[src/rtl/operand_access_pkg.sv]
// Shared types for the 6502 operand-access stage: opcode classes, FSM states, opcode field slices.
// Latency: n/a (types and constants only).
// Backpressure: n/a.
package operand_access_pkg;

  // Default widths used by the top-level parameters
  localparam int OA_REG_WIDTH  = 8;
  localparam int OA_ADDR_WIDTH = 16;

  // Opcode field slice positions: aaa=[7:5], bbb=[4:2], cc=[1:0]
  localparam int AAA_MSB = 7;
  localparam int AAA_LSB = 5;
  localparam int BBB_MSB = 4;
  localparam int BBB_LSB = 2;
  localparam int CC_MSB  = 1;
  localparam int CC_LSB  = 0;

  typedef enum logic [2:0] {
    CLS_IMM   = 3'd0,
    CLS_IMPL  = 3'd1,
    CLS_READ  = 3'd2,
    CLS_STORE = 3'd3,
    CLS_RMW   = 3'd4
  } op_class_t;

  typedef enum logic [2:0] {
    ST_IDLE    = 3'd0,
    ST_READ    = 3'd1,
    ST_RDATA   = 3'd2,
    ST_OPERAND = 3'd3,
    ST_EXEC    = 3'd4,
    ST_WRITE   = 3'd5,
    ST_DONE    = 3'd6
  } state_t;

  // True when the addressing mode named by bbb/cc touches memory.
  // cc=01: everything except bbb=010 (#imm).
  // cc=00/10: zpg, abs, zpg-indexed, abs-indexed (odd bbb); the even
  // codes are immediate, accumulator, implied or branch.
  function automatic logic is_mem_mode(input logic [2:0] bbb, input logic [1:0] cc);
    if (cc == 2'b01) begin
      return (bbb != 3'b010);
    end
    return bbb[0];
  endfunction

endpackage

[src/rtl/operand_access_opclass_decode.sv]
// Opcode classifier: maps a 6502 opcode to IMM / IMPL / STORE / RMW / READ.
// Latency: purely combinational.
// Backpressure: none.
module opclass_decode
  import operand_access_pkg::*;
(
  input  logic [7:0] opcode,
  output op_class_t  op_class
);

  logic [2:0] aaa;
  logic [2:0] bbb;
  logic [1:0] cc;

  assign aaa = opcode[AAA_MSB:AAA_LSB];
  assign bbb = opcode[BBB_MSB:BBB_LSB];
  assign cc  = opcode[CC_MSB:CC_LSB];

  // Priority classification: immediates/branches, then implied, then store, RMW, read
  always_comb begin
    logic is_imm;
    logic is_impl;
    is_imm  = 1'b0;
    is_impl = 1'b0;

    case (opcode)
      8'hA9, 8'hA2, 8'hA0, 8'hC0, 8'hE0: is_imm = 1'b1;
      default: ;
    endcase
    if (bbb == 3'b100 && cc == 2'b00) begin
      is_imm = 1'b1;
    end

    case (opcode)
      8'h0A, 8'h8A, 8'h9A, 8'hBA, 8'h00,
      8'h20, 8'h40, 8'h60, 8'h4C, 8'h6C: is_impl = 1'b1;
      default: ;
    endcase
    if (cc == 2'b00 && (bbb == 3'b010 || bbb == 3'b110)) begin
      is_impl = 1'b1;
    end

    if (is_imm) begin
      op_class = CLS_IMM;
    end else if (is_impl) begin
      op_class = CLS_IMPL;
    end else if (aaa == 3'b100 && is_mem_mode(bbb, cc)) begin
      op_class = CLS_STORE;
    end else if (cc == 2'b10 && aaa != 3'b100 && aaa != 3'b101 && is_mem_mode(bbb, cc)) begin
      op_class = CLS_RMW;
    end else begin
      op_class = CLS_READ;
    end
  end

endmodule

[src/rtl/operand_access.sv]
// 6502 operand-phase access: fetch operand (read), hand to ALU, write back (store/RMW), pulse done.
// Latency: read class operand 3 cycles after launch, others 1; done 1 cycle after alu_valid (2 with a write).
// Backpressure: waits in EXEC for alu_valid; launches ignored while busy. Macro RMW_DUMMY_WRITE_EN adds the RMW dummy write.
module operand_access
  import operand_access_pkg::*;
#(
  parameter int REG_WIDTH  = OA_REG_WIDTH,
  parameter int ADDR_WIDTH = OA_ADDR_WIDTH
) (
  input  logic                  phi1,
  input  logic                  reset,
  input  logic                  instruction_ready,
  input  logic [REG_WIDTH-1:0]  instruction_in,
  input  logic [ADDR_WIDTH-1:0] addr_in,
  input  logic [REG_WIDTH-1:0]  imm_in,
  input  logic [REG_WIDTH-1:0]  mem_data_in,
  input  logic [REG_WIDTH-1:0]  alu_result,
  input  logic                  alu_valid,
  output logic [ADDR_WIDTH-1:0] mem_addr,
  output logic                  mem_rd,
  output logic                  mem_wr,
  output logic [REG_WIDTH-1:0]  mem_data_out,
  output logic [REG_WIDTH-1:0]  operand,
  output logic                  operand_valid,
  output logic [REG_WIDTH-1:0]  opcode_out,
  output logic                  instruction_done,
  output logic                  busy
);

  state_t    state;
  state_t    state_nxt;
  op_class_t cls_dec;
  op_class_t cls_q;
  op_class_t cls_nxt;

  logic                  ready_d;
  logic                  launch;
  logic [ADDR_WIDTH-1:0] addr_q;
  logic [ADDR_WIDTH-1:0] addr_nxt;
  logic [REG_WIDTH-1:0]  result_q;
  logic [REG_WIDTH-1:0]  result_nxt;
  logic                  second_wr_q;
  logic                  second_wr_nxt;

  logic [ADDR_WIDTH-1:0] mem_addr_nxt;
  logic                  mem_rd_nxt;
  logic                  mem_wr_nxt;
  logic [REG_WIDTH-1:0]  mem_data_out_nxt;
  logic [REG_WIDTH-1:0]  operand_nxt;
  logic                  operand_valid_nxt;
  logic [REG_WIDTH-1:0]  opcode_nxt;
  logic                  done_nxt;
  logic                  busy_nxt;

  // Only a rising edge of the level launches; ready_d resets high so a held level cannot
  assign launch = instruction_ready && !ready_d;

  opclass_decode u_opclass_decode (
    .opcode   (instruction_in[7:0]),
    .op_class (cls_dec)
  );

  // State register
  always_ff @(posedge phi1) begin
    if (reset) begin
      state <= ST_IDLE;
    end else begin
      state <= state_nxt;
    end
  end

  // Next-state logic
  always_comb begin
    state_nxt = state;
    case (state)
      ST_IDLE: begin
        if (launch) begin
          if (cls_dec == CLS_READ || cls_dec == CLS_RMW) begin
            state_nxt = ST_READ;
          end else begin
            state_nxt = ST_OPERAND;
          end
        end
      end
      ST_READ:    state_nxt = ST_RDATA;
      ST_RDATA:   state_nxt = ST_OPERAND;
      ST_OPERAND: state_nxt = ST_EXEC;
      ST_EXEC: begin
        if (alu_valid) begin
          if (cls_q == CLS_STORE || cls_q == CLS_RMW) begin
            state_nxt = ST_WRITE;
          end else begin
            state_nxt = ST_DONE;
          end
        end
      end
      // A pending second write keeps us here for one more cycle
      ST_WRITE:   state_nxt = second_wr_q ? ST_WRITE : ST_DONE;
      ST_DONE:    state_nxt = ST_IDLE;
      default:    state_nxt = ST_IDLE;
    endcase
  end

  // Output/datapath next values; strobes are decoded from the state being entered so they register in step with it
  always_comb begin
    opcode_nxt        = opcode_out;
    addr_nxt          = addr_q;
    cls_nxt           = cls_q;
    operand_nxt       = operand;
    result_nxt        = result_q;
    second_wr_nxt     = 1'b0;
    mem_addr_nxt      = '0;
    mem_data_out_nxt  = '0;

    case (state)
      ST_IDLE: begin
        if (launch) begin
          opcode_nxt = instruction_in;
          addr_nxt   = addr_in;
          cls_nxt    = cls_dec;
          if (cls_dec == CLS_IMM || cls_dec == CLS_IMPL) begin
            operand_nxt = imm_in;
          end else if (cls_dec == CLS_STORE) begin
            operand_nxt = '0;
          end
        end
      end
      ST_RDATA: operand_nxt = mem_data_in;
      ST_EXEC: begin
        if (alu_valid) begin
          result_nxt       = alu_result;
          mem_data_out_nxt = alu_result;
`ifdef RMW_DUMMY_WRITE_EN
          // RMW writes the unmodified operand first, the result on the following cycle
          if (cls_q == CLS_RMW) begin
            mem_data_out_nxt = operand;
            second_wr_nxt    = 1'b1;
          end
`endif
        end
      end
      ST_WRITE: begin
        if (second_wr_q) begin
          mem_data_out_nxt = result_q;
        end
      end
      default: ;
    endcase

    mem_rd_nxt        = (state_nxt == ST_READ);
    mem_wr_nxt        = (state_nxt == ST_WRITE);
    operand_valid_nxt = (state_nxt == ST_OPERAND);
    done_nxt          = (state_nxt == ST_DONE);
    busy_nxt          = (state_nxt != ST_IDLE);

    if (mem_rd_nxt || mem_wr_nxt) begin
      mem_addr_nxt = addr_nxt;
    end
    if (!mem_wr_nxt) begin
      mem_data_out_nxt = '0;
    end
  end

  // Registered outputs and latched instruction context
  always_ff @(posedge phi1) begin
    ready_d <= reset ? 1'b1 : instruction_ready;
    if (reset) begin
      opcode_out       <= '0;
      addr_q           <= '0;
      cls_q            <= CLS_IMM;
      operand          <= '0;
      result_q         <= '0;
      second_wr_q      <= 1'b0;
      mem_addr         <= '0;
      mem_rd           <= 1'b0;
      mem_wr           <= 1'b0;
      mem_data_out     <= '0;
      operand_valid    <= 1'b0;
      instruction_done <= 1'b0;
      busy             <= 1'b0;
    end else begin
      opcode_out       <= opcode_nxt;
      addr_q           <= addr_nxt;
      cls_q            <= cls_nxt;
      operand          <= operand_nxt;
      result_q         <= result_nxt;
      second_wr_q      <= second_wr_nxt;
      mem_addr         <= mem_addr_nxt;
      mem_rd           <= mem_rd_nxt;
      mem_wr           <= mem_wr_nxt;
      mem_data_out     <= mem_data_out_nxt;
      operand_valid    <= operand_valid_nxt;
      instruction_done <= done_nxt;
      busy             <= busy_nxt;
    end
  end

endmodule
[config.mk]
export PLATFORM = sky130hd
export DESIGN_NAME = operand_access
export DESIGN_NICKNAME = d
export VERILOG_FILES = /design/src/rtl/operand_access_pkg.sv /design/src/rtl/operand_access_opclass_decode.sv /design/src/rtl/operand_access.sv
export SDC_FILE = /design/constraint.sdc
export NUM_CORES = 1
export LEC_CHECK = 0
export CELL_PAD_IN_SITES_DETAIL_PLACEMENT = 2
export CELL_PAD_IN_SITES_GLOBAL_PLACEMENT = 2
export CORE_ASPECT_RATIO = 0.75
export CORE_MARGIN = 10
export CORE_UTILIZATION = 26
export DETAILED_ROUTE_END_ITERATION = 8
export GPL_TIMING_DRIVEN = 0
export PLACE_DENSITY = 0.89
export SETUP_SLACK_MARGIN = 0.1
export SYNTH_ARGS = -nofsm -noshare
export SYNTH_HDL_FRONTEND = slang
export SYNTH_HIERARCHICAL = 1
export SYNTH_SLANG_ARGS = --single-unit
[constraint.sdc]
create_clock -name phi1 -period 3.1 [get_ports phi1]
set_input_delay 0.62 -clock phi1 [delete_from_list [all_inputs] [get_ports phi1]]
set_output_delay 0.62 -clock phi1 [all_outputs]
set_load 0.01 [all_outputs]
==> flow_summary.json, run 1 <==
{
  "first_iter_violations": 90,
  "die_area_um2": 14570,
  "drtAntennaViolNets": 0,
  "hp-class": "flip-flop to flip-flop",
  "drv_slew": 0,
  "powerDensity_nw_per_um2": 563.7,
  "placed_area_um2": 3754,
  "design_area_um2": 4114,
  "ys_ff_latch": 68,
  "r2r_cells": 6,
  "critPathBufInv": 2,
  "grt.total_usage": 0.1310,
  "whs_ns": 0.4677,
  "fin_crit_sh": 0.9078,
  "fp-row-count": 31,
  "gp_congestion": 0.7314,
  "num_io_pins": 97,
  "place_hpwl_mm": 7.210,
  "clkTransAtPathRegs_ns": 0.06,
  "cts_made_buffers": 9,
  "fin_cells": 513,
  "antenna_found_initial": 0,
  "critPathTopFamily": "simple AND/OR/NAND/NOR gates",
  "synth_common_cells": "68 x dfxtp_1, 29 x nor2_1, 25 x nand2_1, 23 x a21oi_1, 19 x nor3_1",
  "max_slew_margin": 0.6050,
  "grt_pass1_wl_mm": 15.08,
  "synth-edff-count": 0,
  "start_util": 0.2688,
  "worstMarginPinSlew_ns": 0.5926,
  "root_buffer": "clkbuf_16",
  "cpPeakStageDelay_ns": 0.45,
  "setup.worst_path.end_class": "flip-flop",
  "rsz0062_at_grt": "false",
  "cp.depth": 9,
  "postCtsHoldBufs": 0,
  "synth_async_sr_flop_share": 0,
  "synth_top_area_frac": 0.5181,
  "clock_sinks": 68,
  "core_um2": 9774,
  "post_drt_wl_per_cell_um": 18.51,
  "ys_warn_count": 6,
  "die_height_um": 107.1,
  "clk_latency_ns": 0.33,
  "slowest_stage": "clkdlybuf4s50_1",
  "synth_cell_types": 44,
  "finish.utilization": 0.4209,
  "min_path_cells": 2,
  "clock_skew_ns": 0.005870,
  "total_power_mw": 2.319,
  "crit_chain": "clkdlybuf4s50_1, or2_2, or3_1, a21oi_2, xor2_1, buf_4, nand2_1, a211oi_2, nor4b_1",
  "clockBufferDepth": 2,
  "die_w_um": 136.1,
  "fmax_mhz": 355.3,
  "ir_drop_mv": 0.2718,
  "dr.pass1.iters": 6,
  "yosysTopAreaCell": "dfxtp_1",
  "drt-total-wl_mm": 9.497,
  "drc_errors": 0,
  "portBuffers": 96,
  "syn_nets": 320,
  "synth_most_common_cell": "dfxtp_1",
  "overflow": 0,
  "status": "completed",
  "grt_pass1_vias": 2750,
  "critPathLaunchType": "primary input",
  "hold_viol": 0,
  "critical_path_arrival_ns": 3.04,
  "fin_nets": 429,
  "crit_type": "primary input to flip-flop",
  "dp_cells": 496,
  "synth_ff_type": "dfxtp_1",
  "maxCapViolCount": 0,
  "htreeDepth": 3,
  "vias": 2398,
  "viasPerCell": 4.674,
  "cts_tree": "yes",
  "grt_max_degree": 11,
  "syn2layout_area_growth_pct": 56.57,
  "worst-path-max-fanout": 4,
  "synth.avg_cell_area_um2": 9.804,
  "synth_cells": 268,
  "power.leakage_nw": 1.532,
  "min_period_ns": 2.814,
  "ys_top_cells_by_area": "dfxtp_1 52%, mux2i_1 6.1%, a21oi_1 4.4%",
  "drive_above_1_share": 0.1102,
  "diodes": 0,
  "ys_seq_area_frac": 0.5181,
  "critPathRequiredTime_ns": 3.32,
  "setup_viol": 0,
  "syn_area_um2": 2628
}
-- cell usage in the layout, fill, tap and decap left out, types with 2 or more instances in the layout --
cell             instances
a21oi_2                  2
or2_2                    3
o21bai_1                 2
nor3_2                   2
nor3_1                  17
a211oi_1                 6
dfxtp_1                 68
or3_1                    2
inv_1                    5
a21oi_1                 21
and2_1                   9
dlymetal6s2s_1           7
buf_4                    4
nand2_1                 25
clkbuf_1                 9
nor2_1                  29
nor3b_1                  2
and3b_1                  2
mux2i_1                 16
nand2b_1                 2
buf_12                   2
nor2b_1                  3
or3b_1                   2
buf_6                    3
clkbuf_16                9
a211oi_2                 3
nor4b_1                 10
clkbuf_8                 3
buf_2                    3
clkdlybuf4s50_1         89
-- timing repair --
| action | 4_1_cts | 5_1_grt |
|---|---|---|
| pin swaps | 1 | 2 |
| endpoints found under the setup margin | 10 | 35 |
| gates resized for setup | 1 | 11 |
| hold endpoints to repair | 0 | 0 |
| buffers inserted | 1 | 1 |
-- through the flow --
| stage | worst slack [ns] | TNS (ns) |
|---|---|---|
| 4_1_cts | 0.09171 | 0 |
| 2_1_floorplan | 0.6938 | 0 |
| 5_1_grt | 0.1166 | 0 |
| 3_3_place_gp | -0.1992 | -3.979 |
| 3_5_place_dp | -0.2717 | -5.349 |
| 6_report | 0.2857 | 0 |
-- where the power goes --
group / leakage (nW) / switching (mW) / total [mW] / internal [mW]
clock network: 0.149 / 0.355 / 1.04 / 0.684
registers: 0.551 / 0.0230 / 0.935 / 0.912
logic: 0.832 / 0.164 / 0.345 / 0.180
total: 1.53 / 0.543 / 2.32 / 1.78
-- state kept, by name, summed over array words and instances (netlist names) --
name	cells
ready_d	1
state	3
mem_addr	16
mem_data_out	8
operand	8
mem_wr	1
addr_q	16
instruction_done	1
operand_valid	1
opcode_out	8
busy	1
mem_rd	1
cls_q	3
-- worst register-to-register path, cell delays in order, from the launching register on --
cell and delay [ns]:
dfxtp_1 0.41, nor3_4 0.31, and2_4 0.22, buf_12 0.15
buf_12 0.16, mux2i_1 0.32, nor3_2 0.09
-- cells by family after synthesis --
logic type,Yosys count,synth area share
xor gates and xnor gates,1,0.003334
DFF,68,0.5181
buffers and inverters,22,0.05667
muxes,16,0.06095
AOI/OAI and AO/OA,44,0.1162
and+or+nand+nor,117,0.2448
-- cell type report --
type                       instances  area [um2]
buffer                            17       130.1
multi-input combinational        178        1141
fill                            1065        5660
clock inverter                     1       30.03
inverter                           5       18.77
clock buffer                      14       274.0
sequential                        68        1361
tap                              132       165.2
timing repair buffer              98       993.5
-- metal layers --
layer | share of wire | global-route usage | up-vias
met5 | 0 | 0 | -
met4 | 0.0087 | 0.03414 | 0
met3 | 0.058 | 0.04851 | 11
met2 | 0.50 | 0.2271 | 67
met1 | 0.43 | 0.1487 | 1177
li1 | - | - | 1143
-- final timing paths --
| check | startpoint | end | slack [ns] |
|---|---|---|---|
| setup / recovery | instruction_in[5] | mem_rd | 0.29 |
| hold / removal | opcode_out[5] | opcode_out[5] | 0.47 |
| setup reg to reg | state[0] | mem_addr[9] | 1.32 |
| hold reg to reg | opcode_out[5] | opcode_out[5] | 0.47 |
No activity file was read; power rests on OpenSTA's default activity.
==> inputs of run 2 (changes only) <==
Settings changed: PLACE_DENSITY 0.89 to 0.77.
==> run 2 against run 1 <==
  * Via count fell by 0.58%
  * Highest routed layer unchanged
  * Critical endpoint is now mem_addr[3]
  * Clock skew is 0.0016 ns lower
  * Combinational power is essentially flat
==> flow_summary.json, run 2 (same netlist as run 1, synthesis figures left out) <==
{
  "setup.worst_path.end_class": "flip-flop",
  "place_ws_ns": -0.3701,
  "syn2layout_area_growth_pct": 57.67,
  "start_util": 0.2688,
  "die_height_um": 107.1,
  "grt_pass1_vias": 2644,
  "first_iter_violations": 53,
  "power.leakage_nw": 1.528,
  "reg_top3": "addr_q (16), mem_addr (16)",
  "grt_max_degree": 13,
  "total_power_mw": 2.414,
  "cts_made_buffers": 9,
  "diodes": 0,
  "die_w_um": 136.1,
  "fmax_mhz": 359.0,
  "clock_skew_ns": 0.004299,
  "root_buffer": "clkbuf_16",
  "viasPerCell": 4.647,
  "overflow": 0,
  "hp-class": "flip-flop to flip-flop",
  "vias": 2384,
  "clock_sinks": 68,
  "final.setup.tns_ns": 0,
  "rsz0062_at_grt": "false",
  "clk_latency_ns": 0.34,
  "crit_type": "primary input to flip-flop",
  "critPathLaunchType": "primary input",
  "setup_ws_ns": 0.3142,
  "critPathRequiredTime_ns": 3.35,
  "fin_crit_sh": 0.8986,
  "place_hpwl_mm": 7.141,
  "die_area_um2": 14570,
  "drc_errors": 0,
  "worstMarginPinSlew_ns": 0.6339,
  "worst-path-max-fanout": 10,
  "ir_drop_mv": 0.2348,
  "clockBufferDepth": 2,
  "setup_viol": 0,
  "fp-row-count": 31,
  "drtAntennaViolNets": 0,
  "critical_path_arrival_ns": 3.04,
  "core_um2": 9774,
  "status": "completed",
  "gp_congestion": 0.7394,
  "finish.utilization": 0.4238,
  "min_period_ns": 2.786,
  "n_fill_cell": 1063,
  "post_drt_wl_per_cell_um": 18.49,
  "hold_viol": 0,
  "cts_tree": "yes",
  "max_slew_margin": 0.5774,
  "final_common_cell": "clkdlybuf4s50_1",
  "grt.total_usage": 0.1306,
  "maxCapViolCount": 0,
  "drive_above_1_share": 0.1234,
  "grt_pass1_wl_mm": 14.75,
  "clkTransAtPathRegs_ns": 0.05,
  "drt-total-wl_mm": 9.487,
  "dr.pass1.iters": 4,
  "num_io_pins": 97,
  "powerDensity_nw_per_um2": 582.6,
  "fin_nets": 428,
  "portBuffers": 96,
  "drv_slew": 0,
  "antenna_found_initial": 0,
  "htreeDepth": 3,
  "mostFrequentLayoutCells": "89 x clkdlybuf4s50_1, 68 x dfxtp_1, 29 x nor2_1",
  "postCtsHoldBufs": 0
}
[run 2: final timing paths]
check / start / depth (start not counted) / endpoint / slack [ns]
hold reg to reg: opcode_out[7] / 2 / opcode_out[7] / 0.47
setup reg to reg: state[1] / 4 / operand[2] / 1.37
setup / recovery: instruction_in[5] / 10 / mem_addr[3] / 0.31
hold / removal: opcode_out[7] / 2 / opcode_out[7] / 0.47
[run 2: area by class of cell]
cell class	instances	area (um2)	share of cell area
Multi-Input combinational cell	178	1149	0.2773
Tap cell	132	165.2	0.03987
Inverter	5	18.77	0.004530
Timing Repair Buffer	97	982.2	0.2371
Clock buffer	11	252.7	0.06101
Sequential cell	68	1361	0.3286
Clock inverter	5	83.83	0.02024
Buffer	17	130.1	0.03141
[run 2: what timing repair did]
action                     in CTS  in global routing
buffers inserted                1                  0
pin swaps                       2                  2
gates resized for setup         3                 12
setup endpoints to repair      10                 27
[run 2: layer usage]
layer	vias up	global-route usage	share of wire
li1	1145	-	-
met1	1155	0.1564	0.45
met2	73	0.2015	0.46
met3	11	0.06810	0.086
met4	0	0.03414	0.010
met5	-	0	0
[run 2: critical path, cell delays in order]
cell,delay [ns]
clkdlybuf4s50_1,0.46
or2_2,0.33
or3_1,0.36
a21oi_2,0.17
xor2_1,0.23
nand4_1,0.17
and2_1,0.21
buf_2,0.18
buf_6,0.16
nor3_1,0.15
[run 2: report_power, final]
part           switching, mW  leakage, nW  internal [mW]
logic                  0.164        0.819          0.178
clock network          0.389        0.158          0.749
registers             0.0228        0.551          0.911
[run 2: stage by stage]
stage | std cells | cell area (um2) | hold WS (ns)
after floorplan | 268 | 2628 | 0.4402
after detailed placement | 496 | 3754 | 0.4567
after CTS | 513 | 4103 | 0.4694
after global routing | 513 | 4143 | 0.4826
after global placement | 496 | 3754 | 0.4434
final | 513 | 4143 | 0.4655
==> variant (flow settings as in run 1) <==
Build with the macro `RMW_DUMMY_WRITE_EN` defined.
--- a/src/rtl/operand_access.sv
+++ b/src/rtl/operand_access.sv
@@ -2,4 +2,6 @@
 // Latency: read class operand 3 cycles after launch, others 1; done 1 cycle after alu_valid (2 with a write).
 // Backpressure: waits in EXEC for alu_valid; launches ignored while busy. Macro RMW_DUMMY_WRITE_EN adds the RMW dummy write.
+`define RMW_DUMMY_WRITE_EN
+
 module operand_access
   import operand_access_pkg::*;
Behaviour: not the same (Yosys sat finds a counterexample within 10 cycles, from zero or initial values and one cycle with reset high).
==> variant against run 1 <==
- wire length rose by 30%
- worst setup slack worse by 0.097 ns
- cell area grew 14%
- synthesized area grew 20%
- first-iteration DRC count increased by 3.3%
- synthesized cell count grew 30%
- sequential cell count is 9 higher
- power rose by 5.0%
- hold slack got worse by 0.011 ns
- critical path type unchanged
- critical endpoint is now mem_addr[15]
- largest power group is now sequential cells
==> variant: results (changes against run 1) <==
* Largest net degree at the start of global routing at 13 (+2)
* Leak at 1.59 nW (+3.7%)
* Fillers at 1300 (+22%)
* Reg2reg start: state[2]
* Fin cells at 623 (+21%)
* Syn Inst Count at 348 (+30%)
* Post-Synth XOR/XNOR Area at 0.00554 (+0.00221)
* Clk pwr share at 0.389 (-0.059)
* First-pass GRT wire length at 19400 µm (+29%)
* Register area at 0.00154 mm² (+13%)
* Post-placement setup slack at -0.801 ns (-0.529 ns)
* Status: completed
* Multi-input combinational area share at 0.332 (+0.0542)
* CLK BUF at 11 (-3)
* Post-DR wirelength/cell at 19.9 µm (+7.3%)
* Worst Setup EP: mem_addr[15]
* Sw frac at 0.278 (+0.0441)
* Final net count at 509 (+19%)
* Initial DRT Pass Iterations at 4 (-2)
* DP Cell Count at 606 (+22%)
* Placed Area at 0.00433 mm² (+15%)
* Reg2reg path depth at 7 (+1)
* Crit Path Max Fanout at 10 (+6)
* GRT Total Usage at 0.143 (+0.0115)
* Synth Net Count at 400 (+25%)
* Post-DP HPWL at 9010 µm (+25%)
* Hold path startpoint: opcode_out[7]
* Finished Core Util at 0.400 (-0.0207)
* Data arrival, critical path at 3.14 ns (+0.10 ns)
* Clk sinks at 77 (+13%)
* Yosys top cell area share at 0.488 (-0.0306)
* Layout cells sized above 1 at 0.132 (+0.0221)
* Cts repair resizes at 24 (+23)
* Hold Path Sink: opcode_out[7]
* Multi-input gate count at 239 (+34%)
* Max Freq at 343 MHz (-3.3%)
* Max-Slew Margin vs Limit at 0.499 (-0.106)
* Hold path depth at 2 (unchanged)
* Vias per cell at 4.90 (+4.7%)
* Clock slew at reported path FFs at 0.06 ns (about the same)
* Synth Area in Compound Gates at 0.234 (+0.118)
* FF-to-FF End: instruction_done
* Area contributors post-synth: dfxtp_1, nand2_1, a21oi_1
* Sequential share of the synthesized area at 0.488 (-0.0306)
* Maximum vdd ir drop at 0.272 mV (about the same)
* Clk tree area frac at 0.0551 (-0.0188)
* Buffers on Ports at 96 (unchanged)
* Syn Std Cell Area at 0.00316 mm² (+20%)
* Crit path from: instruction_in[4]
* R2r setup slk at 0.88 ns (-0.44 ns)
* Signal buf overhead at 0.238 (-0.0356)
* Violation count after the first detailed-route iteration at 93 (+3.3%)
* Seq power at 1.06 mW (+13%)
* Post-synthesis mux area share at 0.0289 (-0.0321)
* Number of global-route vias before repair at 3513 (+28%)
* WHS at 0.457 ns (-0.0105 ns)
* Setup Skew at 0.0109 ns (+0.00508 ns)
* Non-clock buffers at 125 (+8.7%)
==> variant: cell types whose count changed in the layout (fill, tap and decap cells not counted), moves of 7 or more <==
cell,run 1,this run
nand2_1,25,82
nor2_1,29,5
a21oi_1,21,44
nor3_1,17,6
nor4b_1,10,0
a2111oi_2,0,9
dfxtp_1,68,77
o21ai_0,1,10
a22oi_1,0,8
a311oi_1,0,8
mux2i_1,16,8
buf_2,3,10
dlygate4sd2_1,0,7
dlymetal6s2s_1,7,0
==> variant: critical path, stage by stage <==
cell and delay [ns]:
dlygate4sd2_1 0.32, nand2b_1 0.20, or3b_1 0.41, o311ai_4 0.26, a21oi_4 0.10, xor2_1 0.19, a211oi_2 0.10, a221o_2 0.32
buf_6 0.15, buf_6 0.16, a2111oi_2 0.30
==> variant: layer usage <==
layer  track usage  share of wire  vias up
li1              -              -     1449
met1         0.157           0.42     1535
met2         0.260           0.52       57
met3        0.0506          0.052        9
met4        0.0323         0.0077        0
met5             0              0        -
